==> config.mk <==
export PLATFORM = sky130hd
export DESIGN_NAME = key_word_loader
export DESIGN_NICKNAME = d
export VERILOG_FILES = /design/src/rtl/aes_key_pkg.sv /design/src/rtl/key_slot_demux.sv /design/src/rtl/key_word_loader.sv
export SDC_FILE = /design/constraint.sdc
export NUM_CORES = 1
export LEC_CHECK = 0
export ABC_AREA = 1
export CAP_MARGIN = 20
export CORE_ASPECT_RATIO = 1.75
export CORE_MARGIN = 2
export CORE_UTILIZATION = 45
export CTS_BUF_LIST = sky130_fd_sc_hd__clkbuf_2 sky130_fd_sc_hd__clkbuf_4 sky130_fd_sc_hd__clkbuf_8
export CTS_CLUSTER_DIAMETER = 200
export DETAILED_ROUTE_END_ITERATION = 10
export PLACE_DENSITY = 0.85
export SLEW_MARGIN = 30
export SYNTH_ARGS = -nofsm -noshare
export SYNTH_HDL_FRONTEND = slang
export SYNTH_SLANG_ARGS = --single-unit
==> constraint.sdc <==
create_clock -name clk -period 7.8 [get_ports clk]
set_input_delay 1.17 -clock clk [delete_from_list [all_inputs] [get_ports clk]]
set_output_delay 1.17 -clock clk [all_outputs]
set_load 0.02 [all_outputs]
==> src/rtl/aes_key_pkg.sv <==
// Shared constants, key-length encodings and FSM states for the key word loader.
package aes_key_pkg;

  localparam int unsigned WORD_W    = 32;
  localparam int unsigned NUM_SLOTS = 8;
  localparam int unsigned IDX_W     = 3;
  localparam int unsigned CNT_W     = 4;

  typedef enum logic [1:0] {
    KL_128  = 2'b00,
    KL_192  = 2'b01,
    KL_256  = 2'b10,
    KL_RSVD = 2'b11
  } key_len_e;

  typedef enum logic [1:0] {
    ST_IDLE = 2'b00,
    ST_LOAD = 2'b01,
    ST_FIN  = 2'b10
  } state_e;

  // Number of key words for a key_len code; the reserved code behaves as 128b.
  function automatic logic [CNT_W-1:0] nwords(input logic [1:0] kl);
    logic [CNT_W-1:0] n;
    case (key_len_e'(kl))
      KL_192:  n = CNT_W'(6);
      KL_256:  n = CNT_W'(8);
      default: n = CNT_W'(4);
    endcase
    return n;
  endfunction

endpackage

==> src/rtl/key_slot_demux.sv <==
// Counter-indexed write demux: index + write enable -> one-hot slot enables.
module key_slot_demux
  import aes_key_pkg::*;
(
  input  logic [IDX_W-1:0]     idx,
  input  logic                 we,
  output logic [NUM_SLOTS-1:0] slot_en_c
);

  always_comb begin
    slot_en_c = '0;
    if (we) slot_en_c = NUM_SLOTS'(1) << idx;
  end

endmodule

==> src/rtl/key_word_loader.sv <==
// Loads a cipher key word-by-word into 8 slot registers and fans them out in parallel.
// Build option KEY_LOADER_BYTESWAP_EN: byte-reverse each incoming word before storage.
module key_word_loader
  import aes_key_pkg::*;
(
  input  logic              clk,
  input  logic              rst_n,
  input  logic              start,
  input  logic [1:0]        key_len,
  input  logic              in_valid,
  input  logic [WORD_W-1:0] in_word,
  output logic              in_ready,
  output logic              busy,
  output logic              done,
  output logic              key_valid,
  output logic [CNT_W-1:0]  word_cnt,
  output logic [WORD_W-1:0] slot_0,
  output logic [WORD_W-1:0] slot_1,
  output logic [WORD_W-1:0] slot_2,
  output logic [WORD_W-1:0] slot_3,
  output logic [WORD_W-1:0] slot_4,
  output logic [WORD_W-1:0] slot_5,
  output logic [WORD_W-1:0] slot_6,
  output logic [WORD_W-1:0] slot_7
);

  state_e               state_q, state_d;
  logic [CNT_W-1:0]     word_cnt_q;
  logic [CNT_W-1:0]     nwords_q;
  logic                 accept_c;
  logic [NUM_SLOTS-1:0] slot_en_c;
  logic [WORD_W-1:0]    store_word;
  logic [WORD_W-1:0]    slots_q [NUM_SLOTS];

`ifdef KEY_LOADER_BYTESWAP_EN
  assign store_word = {in_word[7:0], in_word[15:8], in_word[23:16], in_word[31:24]};
`else
  assign store_word = in_word;
`endif

  // Next-state logic; start restarts the load from any state and beats a same-cycle word.
  always_comb begin
    state_d  = state_q;
    accept_c = 1'b0;
    unique case (state_q)
      ST_IDLE: begin
        if (start) state_d = ST_LOAD;
      end
      ST_LOAD: begin
        if (start) begin
          state_d = ST_LOAD;
        end else if (in_valid) begin
          accept_c = 1'b1;
          if (word_cnt_q == nwords_q - CNT_W'(1)) state_d = ST_FIN;
        end
      end
      ST_FIN: begin
        state_d = start ? ST_LOAD : ST_IDLE;
      end
      default: state_d = ST_IDLE;
    endcase
  end

  always_ff @(posedge clk) begin
    if (!rst_n) state_q <= ST_IDLE;
    else        state_q <= state_d;
  end

  // Control outputs track the state being entered so they line up with it.
  always_ff @(posedge clk) begin
    if (!rst_n) begin
      in_ready  <= 1'b0;
      busy      <= 1'b0;
      done      <= 1'b0;
      key_valid <= 1'b0;
      nwords_q  <= CNT_W'(4);
      word_cnt_q <= '0;
    end else begin
      in_ready <= (state_d == ST_LOAD);
      busy     <= (state_d == ST_LOAD);
      done     <= (state_d == ST_FIN);
      if (start) begin
        key_valid  <= 1'b0;
        nwords_q   <= nwords(key_len);
        word_cnt_q <= '0;
      end else begin
        if (state_q == ST_FIN) key_valid <= 1'b1;
        if (accept_c)          word_cnt_q <= word_cnt_q + CNT_W'(1);
      end
    end
  end

  key_slot_demux u_demux (
    .idx       (word_cnt_q[IDX_W-1:0]),
    .we        (accept_c),
    .slot_en_c (slot_en_c)
  );

  // Slot registers: cleared on start, written one-hot otherwise.
  always_ff @(posedge clk) begin
    if (!rst_n || start) begin
      for (int k = 0; k < NUM_SLOTS; k++) slots_q[k] <= '0;
    end else begin
      for (int k = 0; k < NUM_SLOTS; k++) begin
        if (slot_en_c[k]) slots_q[k] <= store_word;
      end
    end
  end

  assign word_cnt = word_cnt_q;
  assign slot_0   = slots_q[0];
  assign slot_1   = slots_q[1];
  assign slot_2   = slots_q[2];
  assign slot_3   = slots_q[3];
  assign slot_4   = slots_q[4];
  assign slot_5   = slots_q[5];
  assign slot_6   = slots_q[6];
  assign slot_7   = slots_q[7];

endmodule

==> summary.md <==
| Metric | Value |
|---|---|
| Post-Route Skew | 0.0133 ns |
| Number of inserted diodes | 0 |
| Yosys reg bits | 268 |
| Post-synth top area cell | edfxtp_1 |
| Final Hold Viols | 0 |
| Final instance area | 13900 um2 |
| CTS Sinks | 268 |
| TritonCTS buffer count | 38 |
| Hold-fix buffers, CTS | 0 |
| Drt first pass iters | 5 |
| Finished Layout Cells | 1303 |
| Die width | 116 um |
| Placed Area | 13100 um2 |
| RSZ-0062 raised after global routing | false |
| FILL cells | 1598 |
| All-Layer GR Usage | 22.7% |
| Setup ws final | 4.13 ns |
| Min-Delay Path Class | reg2reg |
| Post-place setup slack | 3.56 ns |
| R2R Setup Slk | 4.97 ns |
| Root buffer cell | clkbuf_8 |
| Synth top area cells | edfxtp_1 (78%), nor2_1 (7.8%), nor2_4 (2.6%) |
| Leakage | 5.12 nW |
| Hold endpoint | nwords_q[2]$_SDFFE_PN1P_ |
| Port bufs | 301 |
| Nets@finish | 1033 |
| Period utilization | 47.1% |
| Family with the most delay on the worst path | simple AND/OR/NAND/NOR gates |
| Final ANT Viol Nets | 0 |
| Multi-input gate area | 1470 um2 |
| Vias in the first global route | 6593 |
| Final min period | 3.67 ns |
| CTS tree | done |
| Total Die Area | 23100 um2 |
| Post-DP HPWL | 18900 um |
| Crit-path slowest cell | nand2_2 |
| Commonest non-fill, non-tap cell in the layout | clkdlybuf4s50_1 |
| H-tree depth | 2 |
| Yosys warns | 0 |
| R2R Path End | slots_q[1][51]$_SDFFCE_PN0P_ |
| Final Total Pwr | 0.00316 W |
| Drt wl/cell | 20.6 um |
| Pins over their slew limit | 0 |
| DRC Markers | 0 |
| # rows | 71 |
| Syn avg cell area | 14.7 um2 |
| FF-to-FF path depth | 6 |
| Crit-path max FO | 33 |
| Setup TNS | 0 ns |
| Reg clk slew, reported paths | 0.07 ns |
| Crit path capture type | flop |
| Ports | 302 |
| Final wirelength | 26800 um |
| Post-synthesis sequential area ratio | 80.6% |
| GRT overflow | 0 |
| Setup violations, final | 0 |
| Gates resized, CTS repair | 0 |
| Max-Cap Viols | 0 |
| Worst-margin pin slew | 0.899 ns |
| Hold path start | nwords_q[2]$_SDFFE_PN1P_ |
| WP buf/inv | 3 |
| Max incr delay on CP | 0.89 ns |
| Commonest non-fill, non-tap cells in the layout | clkdlybuf4s50_1 (301), edfxtp_1 (256), nor2_1 (205) |
| Yosys top cell area share | 78.2% |
| Status | completed |
| Critical Path Source Type | primary input |
| Hold Path Cell Cnt | 1 |
| FF-to-FF Start | state_q[0]$_SDFF_PN0_ |
| Syn Nets | 714 |
| Largest net degree at the start of global routing | 34 |
| Gp weighted congestion | 0.828 |
| Global-route wire length before repair | 38200 um |
| Layout cells sized above 1 | 11.5% |
| Vias post-DR | 6398 |
| Longest Clk Path Bufs | 3 |
| Vias per cell | 4.91 |
| Required time worst endpoint | 7.93 ns |
| CP Cell Sequence | clkdlybuf4s50_1, inv_2, nand3_2, inv_2, nand3_2, nand2_2 |
| Dpl cells | 1240 |
| Worst path arrival time | 3.80 ns |
| Crit Path Class | in2reg |
| Drt initial violations | 337 |
| # Post-CTS Setup Buffers | 0 |
| Sequential Area | 7930 um2 |
| Placeable core area | 21500 um2 |
| Starting Density | 45.7% |
| Mapped Cells | 669 |
| Post-synth cell types | 24 |
| Clock Latency Late Sink | 0.50 ns |
| PD cells | 228 nW/um2 |
| Area Overhead vs Synth | 41.0% |
| Worst rel slew slack | 39.8% |
| Max Fclk | 0.272 GHz |
| Peak supply drop | 170 uV |
| Die Span Y | 200 um |
| Synthesized area | 9830 um2 |
| Initial antenna violation count | 0 |
[metrics by stage]
stage,hold slack (ns),util [%]
after detailed placement,0.457,60.9
after CTS,0.473,64.5
after global routing,0.510,64.5
after floorplan,0.441,-
final,0.471,64.5
after global placement,0.450,60.9
[metal layers]
layer / vias up / GRT usage [%] / routed length [um] / share of wire (%)
li1: 2863 / - / - / -
met5: - / 0 / 0 / 0
met3: 80 / 5.10 / 1800 / 6.7
met4: 0 / 11.6 / 1380 / 5.1
met2: 317 / 42.7 / 14900 / 56
met1: 3138 / 22.7 / 8700 / 32
[power by group]
part	switching (W)	leakage (nW)	total (W)	internal, W
registers	0.0000256	2.93	0.00167	0.00165
clock network	0.000501	0.403	0.00114	0.000635
logic	0.000206	1.79	0.000349	0.000143
total	0.000733	5.12	0.00316	0.00243
[synthesized netlist by cell type]
cell / instances
a21oi_1: 6
buf_2: 14
buf_4: 1
buf_6: 9
dfxtp_1: 12
edfxtp_1: 256
ha_1: 7
inv_1: 61
inv_2: 19
nand2_1: 31
nand3_1: 4
nand3_2: 1
nand3b_1: 1
nand4_1: 1
nor2_1: 205
nor2_2: 2
nor2_4: 23
nor3_1: 4
nor3_2: 1
nor3_4: 1
nor3b_1: 2
o21a_1: 1
o21ai_0: 6
o32ai_1: 1
[worst max path at each step]
stage	start	to	depth (start not counted)
CTS	start	slots_q[1][51]$_SDFFCE_PN0P_	6
detailed placement	start	slots_q[1][43]$_SDFFCE_PN0P_	6
finish	start	slots_q[1][51]$_SDFFCE_PN0P_	6
global route	start	slots_q[1][54]$_SDFFCE_PN0P_	6
floorplan	start	slots_q[1][64]$_DFFE_PP_	4
global placement	start	slots_q[1][43]$_SDFFCE_PN0P_	6
[cells by family after synthesis]
family / after synthesis / synth area share [%]
compound gates: 14 / 0.776
fa+ha+maj: 7 / 0.891
buf+inv: 104 / 4.87
flops: 268 / 80.6
simple gates: 276 / 12.8
[final cells by class]
| cell class | count | share of cell area, % |
|---|---|---|
| clock buffer | 47 | 4.31 |
| timing repair buffer | 303 | 21.8 |
| tap | 292 | 2.64 |
| sequential | 268 | 57.2 |
| clock inverter | 16 | 1.26 |
| multi-input combinational | 297 | 10.6 |
| inverter | 80 | 2.17 |
[flip-flops by register name, indices dropped and copies added, names as in the netlist]
| name | flops |
|---|---|
| slots_q | 256 |
| word_cnt | 4 |
| nwords_q | 3 |
| state_q | 2 |
| busy | 1 |
| done | 1 |
| key_valid | 1 |
Note: power is estimated with default switching activity, not from simulation.
